==> src/rtl/hls_fu_pkg.sv <==
// ---------------------------------------------------------------------------
// hls_fu_pkg
// Shared definitions for the HLS functional-unit library.
//   HLS_ADD_RES_T(W) : adder result record {valid, overflow, cout, sum[W-1:0]}.
//                      It is a macro because its width follows each
//                      instance's WIDTH.
//   ADD_MAX_LATENCY  : deepest supported adder pipeline.
//   add_ovf()        : signed-overflow rule from the operand and result MSBs.
// ---------------------------------------------------------------------------
`ifndef HLS_FU_PKG_SV
`define HLS_FU_PKG_SV

`define HLS_ADD_RES_T(W) struct packed { logic valid; logic overflow; logic cout; logic [(W)-1:0] sum; }

package hls_fu_pkg;

  localparam int ADD_MAX_LATENCY = 4;

  // Signed overflow: both operands share a sign and the result sign differs.
  function automatic logic add_ovf(input logic a_msb, input logic b_msb, input logic s_msb);
    return (a_msb == b_msb) && (s_msb != a_msb);
  endfunction

endpackage

`endif

==> src/rtl/add_fu_stage.sv <==
// ---------------------------------------------------------------------------
// add_fu_stage
// One pipeline stage of the adder: an enabled register that holds a result
// record, with a synchronous clear.
//   clk  : rising-edge clock
//   rst  : synchronous, active-high clear (takes priority over i_en)
//   i_en : 1 = load i_d, 0 = hold
//   i_d  : record from the previous stage
//   o_q  : registered record
// ---------------------------------------------------------------------------
module add_fu_stage
  import hls_fu_pkg::*;
#(
  parameter type res_t = logic
) (
  input  logic clk,
  input  logic rst,
  input  logic i_en,
  input  res_t i_d,
  output res_t o_q
);

  res_t r_q;

  // Stage register: clear on reset, load on enable, otherwise hold.
  always_ff @(posedge clk) begin
    if (rst) begin
      r_q <= '0;
    end else if (i_en) begin
      r_q <= i_d;
    end else begin
      r_q <= r_q;
    end
  end

  assign o_q = r_q;

endmodule

==> src/rtl/add_fu.sv <==
// ---------------------------------------------------------------------------
// add_fu
// Integer adder functional unit for HLS datapaths: in0 + in1 + cin, with
// carry-out and signed-overflow flags, and an optional pipeline of LATENCY
// register stages.
// Parameters:
//   WIDTH   : operand/result width (>= 1)
//   LATENCY : number of register stages, 0..ADD_MAX_LATENCY
//             (0 = purely combinational)
// Ports:
//   clk, rst        : clock and synchronous active-high reset
//                     (both unused when LATENCY = 0)
//   i_en            : pipeline advance; 0 stalls every stage
//   i_in_valid      : operands valid this cycle
//   i_in0, i_in1    : operands
//   i_cin           : carry-in
//   o_out           : sum[WIDTH-1:0]
//   o_cout          : unsigned carry-out
//   o_overflow      : signed overflow
//   o_out_valid     : outputs valid this cycle
// ---------------------------------------------------------------------------
module add_fu
  import hls_fu_pkg::*;
#(
  parameter int WIDTH   = 32,
  parameter int LATENCY = 1
) (
  input  logic             clk,
  input  logic             rst,
  input  logic             i_en,
  input  logic             i_in_valid,
  input  logic [WIDTH-1:0] i_in0,
  input  logic [WIDTH-1:0] i_in1,
  input  logic             i_cin,
  output logic [WIDTH-1:0] o_out,
  output logic             o_cout,
  output logic             o_overflow,
  output logic             o_out_valid
);

  typedef `HLS_ADD_RES_T(WIDTH) add_res_t;

  if ((LATENCY < 0) || (LATENCY > ADD_MAX_LATENCY)) begin : g_bad_latency
    $error("add_fu: LATENCY must be within 0..%0d", ADD_MAX_LATENCY);
  end
  if (WIDTH < 1) begin : g_bad_width
    $error("add_fu: WIDTH must be at least 1");
  end

  logic [WIDTH:0] w_sum;
  add_res_t       w_res;
  add_res_t       w_out;

  // Fresh result at the input side; the data is formed even when not valid.
  always_comb begin
    w_sum          = {1'b0, i_in0} + {1'b0, i_in1} + {{WIDTH{1'b0}}, i_cin};
    w_res.valid    = i_in_valid;
    w_res.sum      = w_sum[WIDTH-1:0];
    w_res.cout     = w_sum[WIDTH];
    w_res.overflow = add_ovf(i_in0[WIDTH-1], i_in1[WIDTH-1], w_sum[WIDTH-1]);
  end

  if (LATENCY == 0) begin : g_comb
    // Combinational unit: clock, reset and enable play no part.
    logic w_unused_ok;
    assign w_unused_ok = clk ^ rst ^ i_en;
    assign w_out       = w_res;
  end else begin : g_pipe
    add_res_t w_stage [LATENCY+1];
    assign w_stage[0] = w_res;
    for (genvar gi = 0; gi < LATENCY; gi++) begin : g_st
      add_fu_stage #(
        .res_t (add_res_t)
      ) u_stage (
        .clk  (clk),
        .rst  (rst),
        .i_en (i_en),
        .i_d  (w_stage[gi]),
        .o_q  (w_stage[gi+1])
      );
    end
    assign w_out = w_stage[LATENCY];
  end

  assign o_out       = w_out.sum;
  assign o_cout      = w_out.cout;
  assign o_overflow  = w_out.overflow;
  assign o_out_valid = w_out.valid;

endmodule

==> config.mk <==
export PLATFORM = sky130hd
export DESIGN_NAME = add_fu
export DESIGN_NICKNAME = d
export VERILOG_FILES = /design/src/rtl/hls_fu_pkg.sv /design/src/rtl/add_fu_stage.sv /design/src/rtl/add_fu.sv
export SDC_FILE = /design/constraint.sdc
export NUM_CORES = 1
export LEC_CHECK = 0
export CAP_MARGIN = 20
export CORE_UTILIZATION = 39
export DETAILED_ROUTE_END_ITERATION = 8
export PLACE_DENSITY = 0.74
export SLEW_MARGIN = 0
export SYNTH_ARGS = -nofsm -noshare
export SYNTH_HDL_FRONTEND = slang
export SYNTH_HIERARCHICAL = 1
export SYNTH_SLANG_ARGS = --single-unit
==> constraint.sdc <==
create_clock -name clk -period 2.6 [get_ports clk]
set_input_delay 0.39 -clock clk [delete_from_list [all_inputs] [get_ports clk]]
set_output_delay 0.39 -clock clk [all_outputs]
set_load 0.02 [all_outputs]
# After elaboration in Yosys (flattened, before gate mapping)
# Cells that the tools add are included.
# totals
regBits,35
input_bits,69
wordCells,9
# classes
addsub,2
eq_ne,2
reduce_logical,1
# ops
operator,n
$add 32x32->33,1
$add 33x1->33,1
$eq 1x1->1,1
$logic_and 1x1->1,1
$ne 1x1->1,1

# Logic depth before layout (Yosys ltp)
# Gate-level depths: netlist (run 1).
# logic_depth
word_depth,4
mapped_depth,11
mapped_depth_nobuf,11

# Cells and area by module
# The synthesis (run 1) kept the hierarchy.
# modules_own_cells
mod,n_inst,cells_each,area_per_inst_um2,seq_area_each_um2
add_fu,1,240,1690.4,0.0
add_fu_stage,1,113,1272.5,700.7

# Worst setup path after synthesis (run 1)
# Ideal clock, no wire load.
# synth_path
path_type,input to register
startpoint,in i_in0[0]
endpoint,reg g_pipe.g_st[0].u_stage.r_q (netlist bit g_pipe.g_st[0].u_stage/o_q[20])
t_arrival_ns,2.737
t_required_ns,2.483
slack_ns,-0.254
path_stages,11
path_cell_list,fa_1 -> fa_1 -> a21o_1 -> a221oi_1 -> nor2_1 -> nor2_1 -> o2111a_1 -> o31ai_1 -> xor2_1 -> mux2i_1 -> nor2_1
# synth_lines
element,line,rtl
start: declaration,add_fu.sv:32,"input logic [WIDTH-1:0] i_in0,"
end signal: assignment,add_fu_stage.sv:30,r_q <= i_d;
end signal: assignment,add_fu_stage.sv:32,r_q <= r_q;
end: declaration,add_fu_stage.sv:23,res_t r_q;

==> results of run 1 <==
[synthesized netlist by cell type (2+ instances only)]
library cell / instances / area share (%)
nand2_1: 24 / 3.0
and3_1: 2 / 0.42
nor2_1: 50 / 6.3
buf_12: 3 / 2.0
xor2_1: 12 / 3.5
o31ai_1: 2 / 0.51
o21bai_1: 4 / 1.0
clkbuf_1: 9 / 1.1
buf_2: 3 / 0.51
nand3_1: 5 / 0.84
or3_1: 2 / 0.42
o31a_1: 2 / 0.59
inv_1: 4 / 0.51
mux2i_1: 35 / 12
ha_1: 31 / 13
and4_1: 3 / 0.89
dfxtp_1: 35 / 24
o21ai_1: 8 / 1.4
nor2b_1: 7 / 1.5
nor4_1: 2 / 0.42
a21oi_1: 29 / 4.9
o21ai_0: 11 / 1.9
a32oi_1: 2 / 0.59
nand4_1: 6 / 1.3
nor3_1: 3 / 0.51
a211oi_1: 2 / 0.51
fa_1: 2 / 1.4
a31oi_1: 2 / 0.42
o21a_1: 3 / 0.76
a21o_1: 15 / 3.8
xnor2_1: 16 / 4.7
[tightest hold or removal path, cell delays in order, from the launching register on]
cell,delay (ps)
dfxtp_1,320
mux2i_1,60
nor2_1,70
[through the flow]
stage	std cells	hold slack, ps
final	639	494
after floorplan	353	537
after global placement	624	475
after detailed placement	624	480
after CTS	636	499
after global routing	639	519
[routing by layer]
| metal | up-vias | wire length, um | GRT usage, % |
|---|---|---|---|
| li1 | 1650 | - | - |
| met1 | 1551 | 4170 | 27.7 |
| met2 | 97 | 4900 | 41.7 |
| met3 | 16 | 361 | 3.42 |
| met4 | 0 | 142 | 6.78 |
| met5 | - | 0 | 0 |
[worst paths after layout]
path                                               start                                          end  slack, ps  depth (start not counted)
min reg2reg   g_pipe.g_st[0].u_stage/o_q[0]$_SDFFE_PP0P_   g_pipe.g_st[0].u_stage/o_q[0]$_SDFFE_PP0P_        490                          2
min           g_pipe.g_st[0].u_stage/o_q[0]$_SDFFE_PP0P_   g_pipe.g_st[0].u_stage/o_q[0]$_SDFFE_PP0P_        490                          2
max reg2reg  g_pipe.g_st[0].u_stage/o_q[26]$_SDFFE_PP0P_  g_pipe.g_st[0].u_stage/o_q[26]$_SDFFE_PP0P_       1920                          2
max                                             i_in1[9]  g_pipe.g_st[0].u_stage/o_q[20]$_SDFFE_PP0P_         70                         12
[final cells by class]
cell class / count / area, um2
Timing Repair Buffer: 196 / 1750
Fill cell: 603 / 2210
Sequential cell: 35 / 701
Multi-Input combinational cell: 297 / 2390
Inverter: 4 / 15.0
Tap cell: 99 / 124
Clock buffer: 8 / 100
[what timing repair did]
action,4_1_cts,5_1_grt
gates resized for setup,32,40
setup buffers,5,3
gates cloned,0,0
setup endpoints to repair,22,19
pin swaps,21,30
[report_power, final]
part	leakage, uW	internal (uW)	total (uW)	switching, uW
combinational	0.00202	618	1150	534
sequential	0.000289	598	634	35.5
clock	0.0000515	242	446	204
total	0.00236	1460	2230	774
[cells by family after synthesis]
group / after synthesis / synth area share [%]
mux: 35 / 11.8
fa+ha+maj: 33 / 14.4
flops: 35 / 23.6
xor+xnor: 28 / 8.28
simple gates: 110 / 17.2
compound gates: 91 / 19.9
buf+inv: 21 / 4.69
==> reports/qor.txt, run 1 <==
run status: completed
die width: 89.2 um
clock skew: 0 ps
Remaining Overflow, GRT: 0
H-tree levels: 2
Cell variety after synth: 50
worst slew pin tran: 597 ps
HPWL after DPL: 7.11 mm
die area: 7950 um2
1st-iter DRT viols: 120
Die H: 89.2 um
P&R area growth vs syn: 71.5%
Synth warnings: 6
commonest non-fill, non-tap cell in the layout: buf_4
initial antenna violation count: 0
number of hold violations in the final report: 0
most frequent cells in the layout: buf_4, clkdlybuf4s50_1, nor2_1
worst-path fanout max: 4
cts bufs inserted: 5
worst vdd ir: 0.256 mV
CP arrival: 2690 ps
post-synthesis average cell area: 8.39 um2
cts hold-fix bufs: 0
final RePlAce weighted congestion: 0.872
layout cell share with drive strength beyond 1: 28.1%
clock latency on the worst-skew pair: 270 ps
Critical-path top delay cell: clkdlybuf4s50_1
Async S/R FF share, synth: 0%
Starting Density: 40.6%
clock sink count: 35
final WL: 9.57 mm
CP Cell Sequence: clkdlybuf4s50_1, ha_1, buf_4, nand3_1, nand2_1, a221o_1, nor2_1, o2111a_1, o31ai_1, xor2_1, mux2i_1, nor2_1
max incr delay on CP: 420 ps
synthesized area: 2960 um2
most frequent CP cell: nor2_1
critical path's top delay family: compound AO/OA/AOI/OAI gates
vias in the first global route: 3202
leakage power: 0.00236 uW
Critical Path Source Type: input pin
Core Util, Final: 69.7%
Vias/cell: 5.19
largest net degree at the start of global routing: 36
fin. max-slew vios: 0
Syn Nets: 455
PwrDens: 439 nW/um2
nets@finish: 641
Crit Path Category: in -> reg
vias: 3314
Post-synth EDFFs: 0
CTS tree: built
WL/cell: 15.0 um
sequential share of the synthesized area: 23.6%
worst hold path type: reg -> reg
1st-pass router iterations: 4
Worst Slack Setup Final: 74.4 ps
first-pass GRT wire length: 14.1 mm
Achievable Freq: 396 MHz
DRC viols: 0
Final Cycle Share: 97.1%
Worst-path clk slew: 70 ps
setup tns final: 0 ps
Most used DFF post-synth: dfxtp_1
worst endpoint required time: 2760 ps
min Tclk post-route: 2530 ps
# IOs: 104
Final Power: 2230 uW
Slew HR: 60.2%
Largest register FFs: 35
placed inst area: 4660 um2
Final ANT Viol Nets: 0
Cell Rows: 31
#FFs+latches synth: 35
Final Cell Area: 5080 um2
CTS Root Cell: clkbuf_8
crit path capture type: flip-flop
Post-Place Setup Slack: -676 ps
# Max-Cap Violations: 0
IO buf count: 103
Mapped Cells: 353
diode count: 0
CTS Buffer Depth: 2
Final setup viols: 0
Critical path buffers and inverters: 2
Placeable Area: 7290 um2
Total GRT Usage: 22.9%
No activity file was read; power rests on OpenSTA's default activity.
==> run 2: changes to the inputs <==
--- a/config.mk
+++ b/config.mk
@@ -7,9 +7,9 @@
 export LEC_CHECK = 0
 export CAP_MARGIN = 20
 export CORE_UTILIZATION = 39
+export CTS_CLUSTER_DIAMETER = 50
 export DETAILED_ROUTE_END_ITERATION = 8
 export PLACE_DENSITY = 0.74
-export SLEW_MARGIN = 0
 export SYNTH_ARGS = -nofsm -noshare
 export SYNTH_HDL_FRONTEND = slang
 export SYNTH_HIERARCHICAL = 1
==> constraint.sdc (replaced) <==
create_clock -name clk -period 2.6 [get_ports clk]
set_input_delay 0.39 -clock clk [delete_from_list [all_inputs] [get_ports clk]]
set_output_delay 0.39 -clock clk [all_outputs]
set_load 0.005 [all_outputs]
==> results of run 2 <==
The final DEF is identical to that of run 1. Status: completed.
Among the figures that moved: total power 2230 uW -> 2160 uW; worst IR drop on VDD 0.256 mV -> 0.238 mV
